## src/rtl/neuron_controller.sv

```systemverilog
// neuron_controller: sequences one layer evaluation.
// Drives init, memory walk, MAC enable, ReLU capture, done.
module neuron_controller #(
  parameter int NUM_INPUTS = 62,
  parameter int ADDR_WIDTH = 6
) (
  input  logic                  clk,
  input  logic                  rst,
  input  logic                  start,
  output logic                  memRd,
  output logic [ADDR_WIDTH-1:0] inAddr,
  output logic                  init,
  output logic                  enMac,
  output logic                  enReLU,
  output logic                  busy,
  output logic                  done
);

  typedef enum logic [2:0] {
    IDLE,
    INIT,
    READ,
    DRAIN,
    RELU,
    DONE
  } state_t;

  localparam logic [ADDR_WIDTH-1:0] LAST =
    ADDR_WIDTH'(NUM_INPUTS - 1);

  state_t                state;
  state_t                state_nx;
  logic [ADDR_WIDTH-1:0] cnt;
  logic                  mac_q;
  logic                  at_last;

  assign at_last = (cnt == LAST);
  assign inAddr  = cnt;
  assign enMac   = mac_q;

  // state register
  always_ff @(posedge clk or negedge rst) begin
    if (!rst) state <= IDLE;
    else      state <= state_nx;
  end

  // element counter: cleared on entry, walks in READ, holds at last
  always_ff @(posedge clk or negedge rst) begin
    if (!rst) begin
      cnt <= '0;
    end else begin
      case (state)
        INIT:    cnt <= '0;
        READ:    if (!at_last) cnt <= cnt + 1'b1;
        DONE:    cnt <= '0;
        default: cnt <= cnt;
      endcase
    end
  end

  // MAC enable trails the read strobe by the memory read latency
  always_ff @(posedge clk or negedge rst) begin
    if (!rst) mac_q <= 1'b0;
    else      mac_q <= (state == READ);
  end

  // next state and Moore output decode
  always_comb begin
    state_nx = state;
    memRd    = 1'b0;
    init     = 1'b0;
    enReLU   = 1'b0;
    busy     = 1'b1;
    done     = 1'b0;
    unique case (state)
      IDLE: begin
        busy = 1'b0;
        if (start) state_nx = INIT;
      end
      INIT: begin
        init     = 1'b1;
        state_nx = READ;
      end
      READ: begin
        memRd = 1'b1;
        if (at_last) state_nx = DRAIN;
      end
      DRAIN: begin
        state_nx = RELU;
      end
      RELU: begin
        enReLU   = 1'b1;
        state_nx = DONE;
      end
      DONE: begin
        done     = 1'b1;
        state_nx = IDLE;
      end
      default: begin
        busy     = 1'b0;
        state_nx = IDLE;
      end
    endcase
  end

endmodule

```

## config.mk

```make
export PLATFORM = sky130hd
export DESIGN_NAME = neuron_controller
export DESIGN_NICKNAME = d
export VERILOG_FILES = /design/src/rtl/neuron_controller.sv
export SDC_FILE = /design/constraint.sdc
export NUM_CORES = 1
export LEC_CHECK = 0
export BUFFER_PORTS_ARGS = -buffer_cell sky130_fd_sc_hd__clkbuf_2
export CAP_MARGIN = 5
export CORE_MARGIN = 2
export CORE_UTILIZATION = 40
export CTS_CLUSTER_SIZE = 40
export DETAILED_ROUTE_END_ITERATION = 8
export GPL_ROUTABILITY_DRIVEN = 0
export PLACE_DENSITY = 0.68
export REMOVE_ABC_BUFFERS = 1
export SLEW_MARGIN = 20
export SYNTH_ARGS = -nofsm -noshare
export SYNTH_HDL_FRONTEND = slang
export SYNTH_SLANG_ARGS = --single-unit
export TNS_END_PERCENT = 10
```

## constraint.sdc

```tcl
create_clock -name clk -period 2.5 [get_ports clk]
set_clock_uncertainty 0.2 [all_clocks]
set_input_delay 0.125 -clock clk [delete_from_list [all_inputs] [get_ports clk]]
set_output_delay 0.125 -clock clk [all_outputs]
set_load 0.02 [all_outputs]
```

==> flow_summary.json, run 1 <==
{
  "area_growth_pct": 19.05,
  "die_x_um": 42.87,
  "cts_setup_buffers": 0,
  "insertion_delay_ns": 0.26,
  "rsz0062_at_grt": "no",
  "yosysMostFrequentCell": "dfrtp_1",
  "syn_area_um2": 604.3,
  "dr.pass1.iters": 4,
  "wl_met2_um": 615,
  "dr_wl_met3_um": 48,
  "syn-instance-count": 59,
  "wire_per_inst_um": 14.15,
  "drt_iter0_markers": 10,
  "worstSetupPathType": "reg -> out",
  "grt_pass1_wl_um": 2194,
  "ys_ff_latch": 10,
  "crit_path_start_kind": "flop",
  "synth-main-ff-cell": "dfrtp_1",
  "place_inst": 86,
  "die_h_um": 42.87,
  "timing.rr.end": "inAddr[1]$_DFFE_PN0P_",
  "final_layout_size_suffix_gt1_share_pct": 29.33,
  "antenna_found_initial": 0,
  "numCtsBuffers": 3,
  "synth_top_cell_by_area": "dfrtp_1",
  "ios": 15,
  "synthArstFlopShare_pct": 100.0,
  "status": "complete, no violations",
  "grtUsageTotal_pct": 17.03,
  "period_needed_ns": 1.859,
  "detail_route.drc_violations": 0,
  "ctsLongestPathBuffers": 2,
  "holdWs_ns": 0.06629,
  "clkTransAtPathRegs_ns": 0.06,
  "ys_seq_area_share_pct": 41.41,
  "io_buffers": 14,
  "synth_edf_count": 0,
  "synth_top_cells_by_count": "dfrtp_1 (10), nand2_1 (4), nor2_1 (4)",
  "hp-class": "in -> async",
  "path_max_fanout": 13,
  "multiInputGateArea_um2": 329.1,
  "r2r-start": "state[1]$_DFFE_PN0P_",
  "drv_slew": 0,
  "setup_viol": 0,
  "ys_warn_count": 0,
  "cts_tree": "done",
  "cts.sinks": 10,
  "hpwl_um": 947.3,
  "antennaDiodeCount": 0,
  "synth_top_area_share_pct": 41.41,
  "max-cap-violations": 0,
  "core_area_mm2": 0.001454,
  "ctsHoldBuffers": 2,
  "p_leak_uw": 0.0003413,
  "rows": 14,
  "die_area_mm2": 0.001838,
  "wirelength_um": 1288,
  "end_kind": "primary output",
  "fmax_ghz": 0.5378,
  "grt_overflow": 0,
  "synth_cell_types": 30,
  "power_density_mw_per_mm2": 386.2,
  "viasPerCell": 5.429,
  "syn_area_per_cell_um2": 10.24,
  "max-slew-margin-rel_pct": 71.54,
  "grt_max_degree": 14,
  "root_buffer": "clkbuf_4",
  "ff2ff_path_depth": 3,
  "fill_cells": 145,
  "grt_pass1_vias": 478,
  "antenna_left": 0,
  "tns_ns": 0,
  "rrSetupSlack_ns": 0.78,
  "fin_util_pct": 49.48,
  "register_area_um2": 250.2,
  "max-vdd-ir-drop_v": 0.0002147,
  "synth_area_leaders": "dfrtp_1 (41%), ha_1 (4.1%), mux2i_1 (3.3%)",
  "post-route-period-util_pct": 74.38,
  "routed.top_layer": "met4",
  "required_ns": 2.17,
  "hold_viol": 0,
  "wl_met1_um": 580,
  "instances_no_fill": 91,
  "vias": 494,
  "cts_resized": 0,
  "htree_levels": 1,
  "nNetsFinal": 82,
  "worstMarginPinSlew_ns": 0.4269,
  "start_util_pct": 41.57,
  "cp.arrival_ns": 1.53
}
-- sequential cells by signal, indices dropped and copies added, names as in the netlist --
register / count
enMac: 1
state: 3
inAddr: 6
-- how the worst max path moves through the flow --
stage | from | end | slack [ns]
after floorplan | state[1]$_DFFE_PN0P_ | inAddr[1]$_DFFE_PN0P_ | 0.80
after global placement | state[1]$_DFFE_PN0P_ | inAddr[1]$_DFFE_PN0P_ | 0.81
after detailed placement | state[1]$_DFFE_PN0P_ | inAddr[1]$_DFFE_PN0P_ | 0.79
after CTS | state[0]$_DFFE_PN0P_ | done | 0.62
after global routing | state[0]$_DFFE_PN0P_ | done | 0.49
final | state[0]$_DFFE_PN0P_ | done | 0.64
-- cell type report --
| type | instances | area share [%] |
|---|---|---|
| inverters | 2 | 1.043 |
| repair buffers | 16 | 12.52 |
| well taps | 16 | 2.783 |
| flip-flops and latches | 10 | 34.78 |
| multi-input cells | 44 | 45.74 |
| clock buffers | 3 | 3.130 |
-- kinds of logic after synthesis --
logic type	synth area share (%)
adder cells (fa/ha/maj)	4.140
flip-flops	41.41
multiplexers	5.797
AND/OR/NAND/NOR	28.78
buffers and inverters	4.142
AO/OA/AOI/OAI	15.74
-- critical path: stages (launching register included) --
cell,delay (ns)
dfrtp_1,0.60
nor2b_1,0.33
and2_1,0.17
clkbuf_2,0.16
-- per-stage QoR --
step,setup WS [ns],power (uW),instance area (um2)
after detailed placement,0.7946,169.6,676.9
after global placement,0.8088,169.4,676.9
after global routing,0.4937,291.7,719.4
final,0.6405,277.9,719.4
after CTS,0.6213,282.9,719.4
after floorplan,0.7966,164.9,586.8
-- layer usage --
layer  vias to the layer above  GRT usage, %
met1                       228         20.11
met4                         0         13.13
met2                        15         26.36
met5                         -             0
li1                        246             -
met3                         5         3.830
-- placed cells by master (no fill, tap or decap) --
cell type / n
a2111oi_2: 1
a21o_1: 1
a21oi_1: 3
a221oi_1: 1
a22o_1: 1
a311oi_1: 1
a31oi_1: 1
and2_1: 3
and3_1: 2
clkbuf_2: 14
clkbuf_4: 3
dfrtp_1: 10
dlygate4sd3_1: 2
ha_1: 2
inv_1: 2
mux2_4: 1
mux2i_1: 2
nand2_1: 4
nand2b_1: 3
nand3_1: 2
nand3b_4: 1
nand4_1: 1
nor2_1: 4
nor2b_1: 2
nor3_1: 2
nor3b_1: 1
nor3b_4: 1
nor4b_1: 1
o21ai_2: 1
o21bai_1: 1
o2bb2ai_1: 1
-- power by group --
group	internal, uW	switching (uW)
clock	55.6	53.3
combinational	3.14	4.04
sequential	162	0
total	221	57.4
Power figures use the tool's default switching activity.
==> run 2: changes to the inputs <==
--- a/config.mk
+++ b/config.mk
@@ -12,7 +12,7 @@
 export CTS_CLUSTER_SIZE = 40
 export DETAILED_ROUTE_END_ITERATION = 8
 export GPL_ROUTABILITY_DRIVEN = 0
-export PLACE_DENSITY = 0.68
+export PLACE_DENSITY = 0.7
 export REMOVE_ABC_BUFFERS = 1
 export SLEW_MARGIN = 20
 export SYNTH_ARGS = -nofsm -noshare
==> constraint.sdc (replaced) <==
create_clock -name clk -period 1.65 [get_ports clk]
set_clock_uncertainty 0.2 [all_clocks]
set_input_delay 0.0825 -clock clk [delete_from_list [all_inputs] [get_ports clk]]
set_output_delay 0.0825 -clock clk [all_outputs]
set_load 0.02 [all_outputs]
==> run 2 against run 1 <==
Total power grew 51%. Non-clock buffer count grew 8. Sequential power grew 51%. Largest cell class unchanged. Die area is the same. First-iteration DRC count shrank 10%. Largest power group unchanged. Combinational power grew 42%. Cell count grew 8.8%. Design area grew 11%. Sequential share of layout area shrank 3.1 points. Critical path type is now reg -> reg. Clock power grew 51%. Hold slack lost 0.055 ns.
==> flow_summary.json, run 2 (same netlist as run 1, synthesis figures left out) <==
{
  "worstMarginPinSlew_ns": 0.2516,
  "numCtsBuffers": 3,
  "post-route-period-util_pct": 97.71,
  "io_buffers": 14,
  "wire_per_inst_um": 13.09,
  "start_util_pct": 41.57,
  "rows": 14,
  "place_inst": 93,
  "drv_slew": 0,
  "cpMaxStageDelayCell": "dfrtp_1",
  "fill_cells": 139,
  "worstPathCellList": "inv_1 -> ha_1 -> nand3_1 -> o21ai_2 -> mux2_4",
  "ff2ff_path_depth": 5,
  "power_density_mw_per_mm2": 527.7,
  "grt_pass1_wl_um": 2249,
  "period_needed_ns": 1.612,
  "grtUsageTotal_pct": 16.61,
  "rrSetupSlack_ns": 0.04,
  "r2r-start": "inAddr[1]$_DFFE_PN0P_",
  "clkTransAtPathRegs_ns": 0.07,
  "antenna_found_initial": 0,
  "most-common-layout-cells": "clkbuf_2 (13), buf_4 (9), dfrtp_1 (8)",
  "drt_iter0_markers": 9,
  "ios": 15,
  "area_growth_pct": 31.88,
  "required_ns": 1.60,
  "dp_slack_ns": 0.005941,
  "status": "complete, no violations",
  "wirelength_um": 1296,
  "end_kind": "flop",
  "insertion_delay_ns": 0.26,
  "holdWs_ns": 0.01159,
  "fmax_ghz": 0.6203,
  "max-slew-margin-rel_pct": 82.99,
  "hp-class": "in -> async",
  "p_leak_uw": 0.0003798,
  "viasPerCell": 5.242,
  "root_buffer": "clkbuf_4",
  "ctsLongestPathBuffers": 2,
  "die_h_um": 42.87,
  "finalPower_uw": 420.6,
  "htree_levels": 1,
  "crit_path_start_kind": "flop",
  "die_x_um": 42.87,
  "instances_no_fill": 99,
  "vias": 519,
  "detail_route.drc_violations": 0,
  "path_max_fanout": 3,
  "setup_viol": 0,
  "rsz0062_at_grt": "yes",
  "setup_slack_ns": 0.03785,
  "max_stage_delay_ns": 0.41,
  "layout_commonest_cell": "clkbuf_2",
  "grt_pass1_vias": 503,
  "antenna_left": 0,
  "hpwl_um": 997.1,
  "timing.rr.end": "inAddr[1]$_DFFE_PN0P_",
  "dr.pass1.iters": 6,
  "hold_viol": 0,
  "core_area_mm2": 0.001454,
  "die_area_mm2": 0.001838,
  "antennaDiodeCount": 0,
  "cts_tree": "done",
  "grt_max_degree": 11,
  "final_layout_size_suffix_gt1_share_pct": 42.17,
  "cp.arrival_ns": 1.56,
  "tns_ns": 0,
  "max-cap-violations": 0,
  "nNetsFinal": 90,
  "largest_reg_flops": 6,
  "cts.sinks": 10,
  "worstSetupPathType": "reg -> reg",
  "grt_overflow": 0,
  "max-vdd-ir-drop_v": 0.0002973
}
-- run 2: cell types whose count changed in the layout (fill, tap and decap cells not counted) --
cell,change
clkbuf_2,-1
nor3_2,+1
dfrtp_1,-2
nor2b_2,+1
nor3_1,-1
nor2b_1,-1
nor3b_1,-1
buf_4,+9
nor3b_2,+1
dfrtp_2,+2
-- run 2: layout make-up --
cell class,instances,area [um2],share of cell area [%]
Timing Repair Buffer,24,152.6,19.15
Sequential cell,10,252.7,31.71
Multi-Input combinational cell,44,341.6,42.86
Clock buffer,3,22.52,2.826
Tap cell,16,20.02,2.512
Inverter,2,7.507,0.9419
-- run 2: per-stage QoR --
stage               cell area [um2]  utilization (%)
global route                  797.0            54.82
global placement              729.5            50.17
CTS                           782.0            53.79
finish                        797.0            54.82
detailed placement            729.5            50.17
floorplan                     586.8                -
-- run 2: repair_timing --
action	4_1_cts	5_1_grt
endpoints found under the setup margin	3	6
hold buffers	2	0
setup buffers	0	1
pin swaps	1	2
endpoints found under the hold margin	11	0
gates resized for setup	3	4
-- run 2: metal layers --
metal / share of wire, % / GRT usage (%) / up-vias
met2: 47 / 25.45 / 16
li1: - / - / 264
met3: 4.6 / 2.553 / 4
met5: 0 / 0 / -
met1: 46 / 22.02 / 235
met4: 2.4 / 9.375 / 0
-- run 2: worst max path at each step --
stage / startpoint / endpoint / slack [ns] / cells after the start
2_1_floorplan: state[1]$_DFFE_PN0P_ / inAddr[1]$_DFFE_PN0P_ / -0.05 / 3
3_3_place_gp: inAddr[1]$_DFFE_PN0P_ / inAddr[1]$_DFFE_PN0P_ / 0.08 / 5
3_5_place_dp: inAddr[1]$_DFFE_PN0P_ / inAddr[1]$_DFFE_PN0P_ / 0.006 / 5
4_1_cts: inAddr[1]$_DFFE_PN0P_ / inAddr[1]$_DFFE_PN0P_ / 0.01 / 5
5_1_grt: inAddr[1]$_DFFE_PN0P_ / inAddr[1]$_DFFE_PN0P_ / -0.05 / 5
6_report: inAddr[1]$_DFFE_PN0P_ / inAddr[1]$_DFFE_PN0P_ / 0.04 / 5
-- run 2: critical path, delay by kind of cell (launching register included) --
kind	cells	cell delay (ns)
AOI/OAI and AO/OA	1	0.20
adders and majority gates	1	0.16
buffers and inverters	1	0.09
DFF	1	0.41
muxes	1	0.32
and+or+nand+nor	1	0.11
-- run 2: power breakdown --
part | internal (uW) | total (uW) | switching [uW]
Sequential | 245 | 245 | 0
Clock | 84.2 | 165 | 81.3
Combinational | 4.72 | 10.2 | 5.47
Total | 334 | 421 | 86.7
